--- src/rtl/core_sequencer.sv ---
// Multi-cycle FETCH/DECODE/EXECUTE/MEM/WB sequencer for the RV32I core.
// Owns IR load, PC update, gated regfile write, data-memory handshake, pause and halt.
module core_sequencer #(
  parameter int CNT_W       = 32,
  parameter int MEM_TIMEOUT = 16
) (
  input  logic             clk,
  input  logic             rst,
  input  logic             imemReady,
  input  logic             dmemReady,
  input  logic             decRegfileWrite,
  input  logic             decDmemWrite,
  input  logic             decLoad,
  input  logic             decIllegal,
  input  logic             pauseReq,
  output logic             imemReq,
  output logic             irWrite,
  output logic             dmemReq,
  output logic             dmemWrite,
  output logic             regfileWrite,
  output logic             pcWrite,
  output logic             paused,
  output logic             halted,
  output logic             busError,
  output logic [CNT_W-1:0] retiredCount,
  output logic [2:0]       seqState
);

  typedef enum logic [2:0] {
    S_IDLE    = 3'd0,
    S_FETCH   = 3'd1,
    S_DECODE  = 3'd2,
    S_EXECUTE = 3'd3,
    S_MEM     = 3'd4,
    S_WB      = 3'd5,
    S_PAUSE   = 3'd6,
    S_HALT    = 3'd7
  } state_t;

  localparam int TO_W = (MEM_TIMEOUT > 1) ? $clog2(MEM_TIMEOUT) : 1;
  localparam logic [TO_W-1:0] TO_LAST = TO_W'(MEM_TIMEOUT - 1);

  state_t           stateQ, stateD;
  logic [TO_W-1:0]  toCntQ, toCntD;
  logic [CNT_W-1:0] retCntQ, retCntD;
  logic             busErrQ, busErrD;
  logic             retire;

  // A store finishes in MEM; loads and ALU ops finish in WB.
  always_comb begin
    stateD  = stateQ;
    toCntD  = toCntQ;
    busErrD = busErrQ;
    retire  = 1'b0;
    case (stateQ)
      S_IDLE:    stateD = S_FETCH;
      S_FETCH:   if (imemReady) stateD = S_DECODE;
      S_DECODE:  stateD = decIllegal ? S_HALT : S_EXECUTE;
      S_EXECUTE: begin
        if (decLoad || decDmemWrite) begin
          stateD = S_MEM;
          toCntD = '0;
        end else begin
          stateD = S_WB;
        end
      end
      S_MEM: begin
        if (dmemReady) begin
          if (decDmemWrite) begin
            retire = 1'b1;
            stateD = pauseReq ? S_PAUSE : S_FETCH;
          end else begin
            stateD = S_WB;
          end
        end else if (toCntQ == TO_LAST) begin
          stateD  = S_HALT;
          busErrD = 1'b1;
        end else begin
          toCntD = toCntQ + TO_W'(1);
        end
      end
      S_WB: begin
        retire = 1'b1;
        stateD = pauseReq ? S_PAUSE : S_FETCH;
      end
      S_PAUSE:   if (!pauseReq) stateD = S_FETCH;
      S_HALT:    stateD = S_HALT;
      default:   stateD = S_IDLE;
    endcase
    retCntD = retire ? retCntQ + CNT_W'(1) : retCntQ;
  end

  always_ff @(posedge clk or posedge rst) begin
    if (rst) begin
      stateQ  <= S_IDLE;
      toCntQ  <= '0;
      retCntQ <= '0;
      busErrQ <= 1'b0;
    end else begin
      stateQ  <= stateD;
      toCntQ  <= toCntD;
      retCntQ <= retCntD;
      busErrQ <= busErrD;
    end
  end

  // Outputs decode the reset-cleared state so they fall asynchronously with rst.
  assign imemReq      = (stateQ == S_FETCH);
  assign irWrite      = (stateQ == S_FETCH) && imemReady;
  assign dmemReq      = (stateQ == S_MEM);
  assign dmemWrite    = (stateQ == S_MEM) && decDmemWrite;
  assign regfileWrite = (stateQ == S_WB) && decRegfileWrite;
  assign pcWrite      = (stateQ == S_WB) || ((stateQ == S_MEM) && decDmemWrite && dmemReady);
  assign paused       = (stateQ == S_PAUSE);
  assign halted       = (stateQ == S_HALT);
  assign busError     = busErrQ;
  assign retiredCount = retCntQ;
  assign seqState     = stateQ;

endmodule
--- config.mk ---
export PLATFORM = sky130hd
export DESIGN_NAME = core_sequencer
export DESIGN_NICKNAME = d
export VERILOG_FILES = /design/src/rtl/core_sequencer.sv
export SDC_FILE = /design/constraint.sdc
export NUM_CORES = 1
export LEC_CHECK = 0
export BUFFER_PORTS_ARGS = -buffer_cell sky130_fd_sc_hd__buf_2
export CORE_UTILIZATION = 47
export CTS_CLUSTER_DIAMETER = 80
export DETAILED_ROUTE_END_ITERATION = 10
export HOLD_SLACK_MARGIN = 0.12
export PLACE_DENSITY = 0.82
export SYNTH_ARGS = -nofsm -noshare
export SYNTH_HDL_FRONTEND = slang
export SYNTH_SLANG_ARGS = --single-unit
--- constraint.sdc ---
create_clock -name clk -period 1.7 [get_ports clk]
set_input_delay 0.255 -clock clk [delete_from_list [all_inputs] [get_ports clk]]
set_output_delay 0.255 -clock clk [all_outputs]
set_load 0.02 [all_outputs]
# Word-level counts from Yosys, hierarchy flattened
# Cells that the tools add are included.
word_totals:
  register_bits: 40
  in_bits: 9
  out_inout_bits: 44
  elab_cells: 48
classes:
  add_sub_neg: 2
  eq_ne: 14
  muxes: 16
  n_bitwise: 1
  reduce_logical: 11
ops:
  columns: ["cell", "count"]
  rows:
  - ["adder 32 x 1 -> 32 bit (second input constant)", 1]
  - ["one-hot mux 3 bit (8 select lines)", 1]
  - ["2-to-1 mux 3 bit", 7]
  - ["== test 3 bit (second input constant)", 4]
  - ["2-to-1 mux 4 bit", 3]
  - ["!= test 2 bit (second input constant)", 5]
  - ["one-hot mux 4 bit (2 select lines)", 1]
  - ["== test 3 x 2 -> 1 bit (second input constant)", 2]
  - ["AND reduction 3 bit", 2]
  - ["adder 4 x 1 -> 4 bit (second input constant)", 1]
  - ["== test 4 bit (second input constant)", 1]
  - ["logical AND 1 bit", 4]
  - ["AND reduction 4 bit", 1]
  - ["== test 3 x 1 -> 1 bit (second input constant)", 1]
  - ["logical NOT 3 bit", 1]
  - ["2-to-1 mux 1 bit", 3]
  - ["!= test 3 x 2 -> 1 bit (second input constant)", 1]
  - ["logical OR 1 bit", 2]
  - ["one-hot mux 1 bit (2 select lines)", 1]
  - ["nonzero test 2 bit", 1]
  - ["NOT 1 bit", 1]

# Logic depth before layout (Yosys ltp)
# Gate-level depths: netlist (run 1).
logic_depth:
  word_depth: 4
  depth_mapped: 7
  mapped_depth_nobuf: 6

# Worst setup path before layout (run 1)
# Ideal clock, no wire load.
synth_path:
  path_kind: "register -> register"
  from: "register stateQ[2], in the netlist seqState[2]"
  to: "register toCntQ[2]"
  setup_time_ns: 0.129
  t_arrival_ns: 1.711
  required_time_ns: 1.571
  setup_slack_ns: -0.140
  path_stages_with_launch: 8
  period_less_slack_ns: 1.840
  path_cell_list: "dfrtp_1 buf_4 nor2b_2 nand2b_1 inv_1 o2bb2a_1 o21ai_0 o21ai_0"
synth_between:
  elab_chain_cells: 3
  elab_cells_between_ends: 8
  classes_between: "5 x eq/ne; 1 x mux; 2 x reduce/logical"
synth_rtl:
  columns: ["element", "line_no", "source"]
  rows:
  - ["from (decl)", "43", "state_t stateQ, stateD;"]
  - ["from (signal assigned)", "100", "stateQ <= stateD;"]
  - ["== test 3 bit (*)", null, null]
  - ["via dmemReq", "18", "output logic dmemReq,"]
  - ["!= test 2 bit (no line) or nonzero test 2 bit (tied branches)", null, null]
  - ["AND reduction 4 bit (no line)", null, null]
  - ["to (signal assigned)", "101", "toCntQ <= toCntD;"]
  - ["to (decl)", "44", "logic [TO_W-1:0] toCntQ, toCntD;"]
# Mark *: on every way through the listed nets, which the timed path passes. The rest lies on a longest branch.
# A chain may end at the register's enable or synchronous reset.

# Worst setup path after layout (run 1)
layout_path:
  from: "register retCntQ[13], in the netlist retiredCount[13]"
  to: "register retCntQ[29], in the netlist retiredCount[29]"
layout_between:
  elab_chain_cells: 1
layout_rtl:
  columns: ["element", "line_no", "source"]
  rows:
  - ["from (decl)", "45", "logic [CNT_W-1:0] retCntQ, retCntD;"]
  - ["from (signal assigned)", "102", "retCntQ <= retCntD;"]
  - ["adder 32 x 1 -> 32 bit", "90", "retCntD = retire ? retCntQ + CNT_W'(1) : retCntQ;"]
# Every way passes these cells.

==> results.py, run 1 <==
metrics = {
    "place": {
        "place_ws_ps": 61.2,
        "port_buffers": 52,
        "place_area_sq_mm": 0.00242,
        "place_congestion": 0.843,
        "dp_hpwl_um": 3000,
    },
    "run": {
        "maxCapViolations": 0,
    },
    "clock_tree": {
        "clock_path_buffers": 2,
        "cts_tree": "yes",
        "cts.sink_count": 40,
        "root_buffer": "clkbuf_8",
        "clkSlewWorstSetupHoldPaths_ps": 80,
        "clk_latency_ps": 290,
        "cts_inserted_buffers": 5,
        "cts_max_level": 2,
    },
    "routing": {
        "num_vias": 1682,
        "routed_wl_um": 4250,
        "drt_iter0_drc": 83,
        "drt_pass1_iterations": 4,
        "wire_per_inst_um": 13.1,
        "via_per_inst": 5.21,
        "drc": 0,
        "detail-route-antenna-nets": 0,
    },
    "setup_path": {
        "r2r-end": "retiredCount[29]",
        "worst-path-max-fanout": 5,
        "startpoint": "retiredCount[13]",
        "r2r_cells": 5,
        "crit_arrival_ps": 1790,
        "cp-start-kind": "flip-flop",
        "path_class": "flip-flop to flip-flop",
        "rrSetupSlack_ps": 80,
        "r2r-start": "retiredCount[13]",
        "required_ps": 1880,
        "endpoint_kind": "flip-flop",
    },
    "grt": {
        "grt_pass1_vias": 1483,
        "grt_max_degree": 41,
        "grt_pass1_wl_um": 6740,
        "grt_usage": 0.198,
        "overflow": 0,
        "grt_antenna_before_repair": 0,
    },
    "floorplanning": {
        "rows": 23,
        "core_area_sq_mm": 0.00406,
        "die_h_um": 67.3,
        "start_util": 0.495,
        "dieArea_sq_mm": 0.00454,
        "die_w_um": 67.3,
        "io_pins": 53,
    },
    "power_and_ir_drop": {
        "pwr_density_cell_mw_per_mm2": 1140,
        "ir_worst_vdd_mv": 0.707,
        "p_leak_nw": 1.44,
        "power_w": 0.00307,
    },
    "final_layout": {
        "layout_commonest_cell": "buf_2",
        "layout-drive-gt1-share": 0.370,
        "diodes": 0,
        "fin_area_sq_mm": 0.00269,
        "area_growth_pct": 33.8,
        "nets": 284,
        "final_cell_mix": "buf_2 (50), dfrtp_1 (37), xnor2_1 (26), buf_4 (26), nand2_1 (25)",
    },
    "min_path": {
        "hp-class": "input pin to flip-flop",
        "hold_depth": 3,
        "holdCritStartpoint": "pauseReq",
        "worstHoldEndpoint": "seqState[1]",
    },
    "sta": {
        "final-setup-viol-count": 0,
        "finalCriticalPeriod_ps": 1620,
        "tightest_slew_ps": 488,
        "setup_slack_ps": 83.4,
        "final_max_slew_viol_count": 0,
        "skew_ps": 8.82,
        "hold_viol_final": 0,
        "rsz0062_at_grt": "true",
        "holdWs_ps": 242,
        "setup_tns_ps": 0,
        "fin_crit_sh": 0.951,
        "timing.fmax_ghz": 0.619,
        "slew_headroom": 0.674,
    },
    "synthesis": {
        "async_flop_share": 1.00,
        "synthCells": 193,
        "syn_area_sq_mm": 0.00201,
        "synth_ff_type": "dfrtp_1",
        "syn_avg_cell_area_sq_um": 10.4,
        "yosysWarnings": 0,
        "synth_edf_count": 0,
        "yosysSeqAreaShare": 0.499,
        "synth_nets": 204,
        "ys_types": 34,
        "ys_ff_latch": 40,
    },
    "outcome": {
        "outcome": "completed",
    },
}
-- synthesized netlist by cell type, types with 2 or more instances --
| library cell | count | area (sq um) |
|---|---|---|
| a21o_1 | 2 | 15.0 |
| a21oi_1 | 5 | 25.0 |
| a31oi_1 | 2 | 12.5 |
| and2_1 | 3 | 18.8 |
| and3_1 | 9 | 56.3 |
| and4_1 | 4 | 35.0 |
| clkbuf_1 | 3 | 11.3 |
| dfrtp_1 | 40 | 1000 |
| ha_1 | 2 | 25.0 |
| inv_1 | 5 | 18.8 |
| nand2_1 | 25 | 93.8 |
| nand2b_1 | 2 | 12.5 |
| nand3_1 | 14 | 70.1 |
| nand4_1 | 8 | 50.1 |
| nor2_1 | 6 | 22.5 |
| nor3_1 | 3 | 15.0 |
| nor3_2 | 2 | 20.0 |
| nor4_4 | 2 | 42.5 |
| o211ai_1 | 3 | 22.5 |
| o21ai_0 | 10 | 50.1 |
| xnor2_1 | 26 | 228 |
| xor2_1 | 5 | 43.8 |
-- metrics by stage --
stage               std cells   util
floorplan                 193      -
global placement          303  0.597
detailed placement        303  0.597
CTS                       313  0.638
global route              323  0.662
finish                    323  0.662
-- layer usage --
layer / vias up / wire length (um) / track usage
met5: - / 0 / 0
met4: 0 / 47 / 0.0479
met3: 7 / 174 / 0.0507
met2: 42 / 1950 / 0.305
met1: 794 / 2070 / 0.277
li1: 839 / - / -
-- layout make-up --
| class | count | area [sq um] |
|---|---|---|
| multi-input cells | 143 | 991 |
| well taps | 50 | 62.6 |
| repair buffers | 78 | 475 |
| fillers | 322 | 1370 |
| clock buffers | 5 | 68.8 |
| flip-flops and latches | 40 | 1000 |
| clock inverters | 2 | 60.1 |
| inverters | 5 | 22.5 |
-- sequential cells by signal (all words and copies together), names as in the netlist --
name and flops:
seqState 3, busError 1, toCntQ 4, retiredCount 32
-- worst max-delay path, stage by stage, from the launching register on --
cell and delay [ps]:
dfrtp_1 430, and4_1 210, nand4_1 170, nor4_4 390, nand4_1 150, xnor2_1 150
-- worst max-delay path by stage --
stage and to:
5_1_grt retiredCount[29], 3_3_place_gp retiredCount[29], 4_1_cts dmemWrite, 3_5_place_dp retiredCount[29]
2_1_floorplan retiredCount[29], 6_report retiredCount[29]
-- cells by family after synthesis --
family                   share of synthesized area
AO/OA/AOI/OAI                               0.0773
flip-flops                                   0.499
AND/OR/NAND/NOR                              0.250
multiplexers                               0.00499
adder cells (fa/ha/maj)                     0.0125
XOR/XNOR                                     0.135
buffers and inverters                       0.0212
-- where the power goes --
group / switching (W) / internal (W)
Clock: 0.000314 / 0.000578
Combinational: 0.000617 / 0.000406
Sequential: 0.000105 / 0.00105
Total: 0.00104 / 0.00204
-- what timing repair did --
action / CTS / global route
resized for setup: 0 / 8
hold buffers: 1 / 0
endpoints found under the hold margin: 40 / 0
buffers inserted: 2 / 10
pin swaps: 1 / 7
setup endpoints to repair: 2 / 9
No activity file was read; power rests on OpenSTA's default activity.
==> inputs of run 2 (changes only) <==
--- a/config.mk
+++ b/config.mk
@@ -11,6 +11,7 @@
 export DETAILED_ROUTE_END_ITERATION = 10
 export HOLD_SLACK_MARGIN = 0.12
 export PLACE_DENSITY = 0.82
+export REMOVE_ABC_BUFFERS = 1
 export SYNTH_ARGS = -nofsm -noshare
 export SYNTH_HDL_FRONTEND = slang
 export SYNTH_SLANG_ARGS = --single-unit
==> run 2 against run 1 <==
Worst setup slack worse by 56 ps. Design area is 1.6% higher. Core utilization grew 1.1 points.
==> results.py, run 2 (synthesis results as in run 1) <==
metrics = {
    "clock_tree": {
        "cts_max_level": 2,
        "clkSlewWorstSetupHoldPaths_ps": 80,
        "root_buffer": "clkbuf_8",
        "cts.sink_count": 40,
        "cts_inserted_buffers": 5,
        "clock_path_buffers": 2,
        "cts_tree": "yes",
        "clk_latency_ps": 300,
    },
    "floorplanning": {
        "io_pins": 53,
        "core_area_sq_mm": 0.00406,
        "dieArea_sq_mm": 0.00454,
        "die_w_um": 67.3,
        "die_h_um": 67.3,
        "start_util": 0.495,
        "rows": 23,
    },
    "setup_path": {
        "cp-start-kind": "flip-flop",
        "endpoint_kind": "flip-flop",
        "worst-path-max-fanout": 5,
        "rrSetupSlack_ps": 30,
        "crit_arrival_ps": 1850,
        "required_ps": 1880,
        "path_class": "flip-flop to flip-flop",
    },
    "final_layout": {
        "diodes": 0,
        "area_growth_pct": 36.0,
        "nets": 290,
        "layout-drive-gt1-share": 0.386,
        "fillerInstances": 320,
        "fin_area_sq_mm": 0.00273,
        "fin_cells": 330,
        "final_cell_mix": "buf_2 (48), dfrtp_1 (38), buf_4 (30), xnor2_1 (26), nand2_1 (25)",
        "largest_reg_flops": 32,
        "layout_commonest_cell": "buf_2",
    },
    "sta": {
        "final_max_slew_viol_count": 0,
        "skew_ps": 5.95,
        "timing.fmax_ghz": 0.598,
        "finalCriticalPeriod_ps": 1670,
        "rsz0062_at_grt": "true",
        "hold_viol_final": 0,
        "tightest_slew_ps": 501,
        "setup_tns_ps": 0,
        "fin_crit_sh": 0.984,
        "slew_headroom": 0.666,
        "final-setup-viol-count": 0,
    },
    "grt": {
        "overflow": 0,
        "grt_usage": 0.217,
        "grt_max_degree": 41,
        "grt_pass1_wl_um": 7200,
        "grt_pass1_vias": 1576,
        "grt_antenna_before_repair": 0,
    },
    "routing": {
        "drt_pass1_iterations": 4,
        "via_per_inst": 5.27,
        "wire_per_inst_um": 14.2,
        "detail-route-antenna-nets": 0,
        "drc": 0,
        "num_vias": 1738,
        "drt_iter0_drc": 136,
        "routed_wl_um": 4690,
    },
    "power_and_ir_drop": {
        "pwr_density_cell_mw_per_mm2": 1070,
        "p_leak_nw": 1.46,
        "ir_worst_vdd_mv": 0.986,
    },
    "place": {
        "dp_cells": 305,
        "port_buffers": 52,
        "dp_hpwl_um": 3110,
        "place_area_sq_mm": 0.00242,
        "place_congestion": 0.899,
    },
    "min_path": {
        "hp-class": "input pin to flip-flop",
    },
    "outcome": {
        "outcome": "completed",
    },
    "run": {
        "maxCapViolations": 0,
    },
}
run 2: where the power goes:
part / switching (W) / internal [W] / leakage, nW
sequential: 0.000103 / 0.00105 / 0.545
combinational: 0.000669 / 0.000455 / 0.868
clock: 0.000322 / 0.000324 / 0.0510
total: 0.00109 / 0.00183 / 1.46
run 2: final timing paths:
path,startpoint,endpoint,cells past startpoint
min in group asynchronous,rst,retiredCount[24],4
worst max-delay path,retiredCount[6],retiredCount[29],5
worst min-delay path,pauseReq,seqState[1],3
worst min register to register,busError,busError,1
max in group asynchronous,rst,retiredCount[0],4
worst max register to register,retiredCount[6],retiredCount[29],5
run 2: layout make-up:
| cell class | count | area [sq um] | area share |
|---|---|---|---|
| inverters | 5 | 23.8 | 0.00871 |
| clock buffers | 6 | 82.6 | 0.0303 |
| repair buffers | 84 | 532 | 0.195 |
| clock inverters | 2 | 10.0 | 0.00367 |
| well taps | 50 | 62.6 | 0.0229 |
| flip-flops and latches | 40 | 1000 | 0.368 |
| multi-input cells | 143 | 1010 | 0.372 |
run 2: worst max-delay path: stages, from the launching register on:
cell and delay [ps]:
dfrtp_1 380, and4_4 280, nand4_4 150, nor4_4 410
nand4_1 180, xnor2_1 160
run 2: per-layer routing:
metal | vias to the layer above | share of wire | GRT usage | wire length [um]
met2 | 41 | 0.50 | 0.346 | 2330
met1 | 830 | 0.44 | 0.277 | 2070
met5 | - | 0 | 0 | 0
li1 | 860 | - | - | -
met3 | 7 | 0.051 | 0.0760 | 240
met4 | 0 | 0.0098 | 0.0612 | 46
run 2: timing repair:
action | in CTS | in global routing
gates resized for setup | 5 | 20
hold buffers | 1 | 0
endpoints found under the setup margin | 4 | 12
hold endpoints to repair | 40 | 0
pin swaps | 0 | 5
buffers inserted | 1 | 15
run 2: metrics by stage:
| stage | hold WS (ps) | utilization | total power, W | setup slack (ps) |
|---|---|---|---|---|
| 2_1_floorplan | 368 | - | 0.00178 | -137 |
| 3_3_place_gp | 395 | 0.596 | 0.00210 | 104 |
| 3_5_place_dp | 415 | 0.596 | 0.00212 | 25.6 |
| 4_1_cts | 230 | 0.628 | 0.00283 | -22.5 |
| 5_1_grt | 251 | 0.673 | 0.00309 | -76.9 |
| 6_report | 241 | 0.673 | 0.00292 | 27.0 |
==> inputs of run 3 (changes only) <==
--- a/config.mk
+++ b/config.mk
@@ -6,7 +6,9 @@
 export NUM_CORES = 1
 export LEC_CHECK = 0
 export BUFFER_PORTS_ARGS = -buffer_cell sky130_fd_sc_hd__buf_2
-export CORE_UTILIZATION = 47
+export CELL_PAD_IN_SITES_DETAIL_PLACEMENT = 0
+export CELL_PAD_IN_SITES_GLOBAL_PLACEMENT = 1
+export CORE_UTILIZATION = 36
 export CTS_CLUSTER_DIAMETER = 80
 export DETAILED_ROUTE_END_ITERATION = 10
 export HOLD_SLACK_MARGIN = 0.12
==> run 3 against run 2 <==
Sequential cell count unchanged. Combinational power about the same. Global-route usage decreased by 5.4 points. Die area increased by 30%. Total power increased by 0.25%. Clock power about the same. Design area increased by 3.6%. Worst hold slack improved by 18 ps. Non-clock buffer count increased by 14. Maximum frequency increased by 2.4%. Sequential power about the same. Register-to-register slack improved by 40 ps.
==> results.py, run 3 (synthesis results as in run 1) <==
metrics = {
    "outcome": {
        "outcome": "completed",
    },
    "clock_tree": {
        "root_buffer": "clkbuf_8",
        "cts_inserted_buffers": 5,
        "clk_latency_ps": 290,
        "clock_path_buffers": 2,
        "clkSlewWorstSetupHoldPaths_ps": 70,
        "cts_tree": "yes",
        "cts.sink_count": 40,
        "cts_max_level": 2,
    },
    "power_and_ir_drop": {
        "power_frac_seq": 0.394,
        "switching_share": 0.362,
        "power_frac_clock": 0.219,
        "ir_worst_vdd_mv": 0.803,
        "p_sw_w": 0.00106,
        "p_comb_frac": 0.387,
        "p_leak_nw": 1.54,
        "pwr_density_cell_mw_per_mm2": 1040,
        "p_int_w": 0.00187,
        "power_w": 0.00293,
    },
    "sta": {
        "holdWs_ps": 259,
        "skew_ps": 6.92,
        "slew_headroom": 0.660,
        "setup_tns_ps": 0,
        "timing.fmax_ghz": 0.612,
        "finalCriticalPeriod_ps": 1630,
        "fin_crit_sh": 0.961,
        "tightest_slew_ps": 510,
        "final-setup-viol-count": 0,
        "hold_viol_final": 0,
        "rsz0062_at_grt": "true",
        "final_max_slew_viol_count": 0,
        "setup_slack_ps": 65.7,
    },
    "floorplanning": {
        "rows": 26,
        "die_h_um": 76.7,
        "start_util": 0.383,
        "die_w_um": 76.7,
        "io_pins": 53,
        "core_area_sq_mm": 0.00524,
        "dieArea_sq_mm": 0.00588,
    },
    "routing": {
        "drt_pass1_iterations": 4,
        "drt_iter0_drc": 68,
        "routed_wl_um": 4600,
        "drc": 0,
        "via_per_inst": 4.82,
        "num_vias": 1753,
        "wire_per_inst_um": 12.6,
        "detail-route-antenna-nets": 0,
    },
    "setup_path": {
        "endpoint_kind": "primary output",
        "path_class": "flip-flop to primary output",
        "r2r_cells": 6,
        "cp_cell_sequence": "a21o_1 > nand2_4 > inv_2 > buf_6 > buf_6",
        "rrSetupSlack_ps": 70,
        "startpoint": "seqState[0]",
        "cp-start-kind": "flip-flop",
        "slowest_delay_ps": 420,
        "crit_arrival_ps": 1380,
        "r2r-start": "retiredCount[8]",
        "cpMaxStageDelayCell": "dfrtp_1",
        "crit_top_cell": "buf_6",
        "required_ps": 1440,
        "worst-path-max-fanout": 7,
    },
    "grt": {
        "grt_antenna_before_repair": 0,
        "grt_usage": 0.162,
        "grt_pass1_wl_um": 7560,
        "grt_pass1_vias": 1571,
        "grt_max_degree": 41,
        "overflow": 0,
    },
    "final_layout": {
        "layout-drive-gt1-share": 0.408,
        "area_growth_pct": 40.9,
        "largest_reg_flops": 32,
        "final_cell_mix": "buf_2 (50), buf_4 (44), dfrtp_1 (37), xnor2_1 (26), nand2_1 (25)",
        "nets": 304,
        "layout_commonest_cell": "buf_2",
        "diodes": 0,
        "fin_util": 0.540,
    },
    "place": {
        "place_ws_ps": -10.2,
        "port_buffers": 52,
        "dp_hpwl_um": 3260,
        "place_congestion": 0.775,
    },
    "min_path": {
        "hp-class": "input pin to flip-flop",
        "hold_depth": 3,
        "holdCritStartpoint": "pauseReq",
    },
    "run": {
        "maxCapViolations": 0,
    },
}
run 3: layout make-up:
cell class,instances,area [sq um]
Clock buffer,8,90.1
Fill cell,481,2410
Inverter,5,18.8
Multi-Input combinational cell,143,993
Sequential cell,40,1000
Tap cell,70,87.6
Timing Repair Buffer,98,633
run 3: critical path: cells and delay by family (launching register included):
family / cells / cell delay, ps
buffers and inverters: 3 / 300
AO/OA/AOI/OAI: 1 / 220
flip-flops: 1 / 420
AND/OR/NAND/NOR: 1 / 150
run 3: power groups by stage:
stage / clock [W] / combinational [W] / sequential, W
5_1_grt: 0.000715 / 0.00125 / 0.00117
3_5_place_dp: 0 / 0.000993 / 0.00117
4_1_cts: 0.000664 / 0.00102 / 0.00116
6_report: 0.000643 / 0.00113 / 0.00115
2_1_floorplan: 0 / 0.000468 / 0.00131
3_3_place_gp: 0 / 0.000989 / 0.00116
run 3: metal layers:
metal / up-vias / routed length, um / track usage
met2: 39 / 2080 / 0.232
met4: 0 / 72 / 0.0635
met5: - / 0 / 0
met3: 7 / 163 / 0.0310
li1: 879 / - / -
met1: 828 / 2290 / 0.239
run 3: path summary, 6_finish.rpt:
kind,end
worst min register to register,retiredCount[31]
worst max-delay path,pcWrite
worst max register to register,retiredCount[26]
worst min-delay path,seqState[1]
max in group asynchronous,retiredCount[11]
min in group asynchronous,retiredCount[28]
run 3: repair_timing:
item,4_1_cts,5_1_grt
setup endpoints to repair,5,15
pin swaps,0,14
setup buffers,0,26
endpoints found under the hold margin,40,0
hold buffers,1,0
gates resized for setup,5,12
run 3: metrics by stage:
stage,instances,instance area (sq um)
global placement,329,2470
CTS,338,2590
detailed placement,329,2470
floorplan,188,1980
global route,364,2830
finish,364,2830
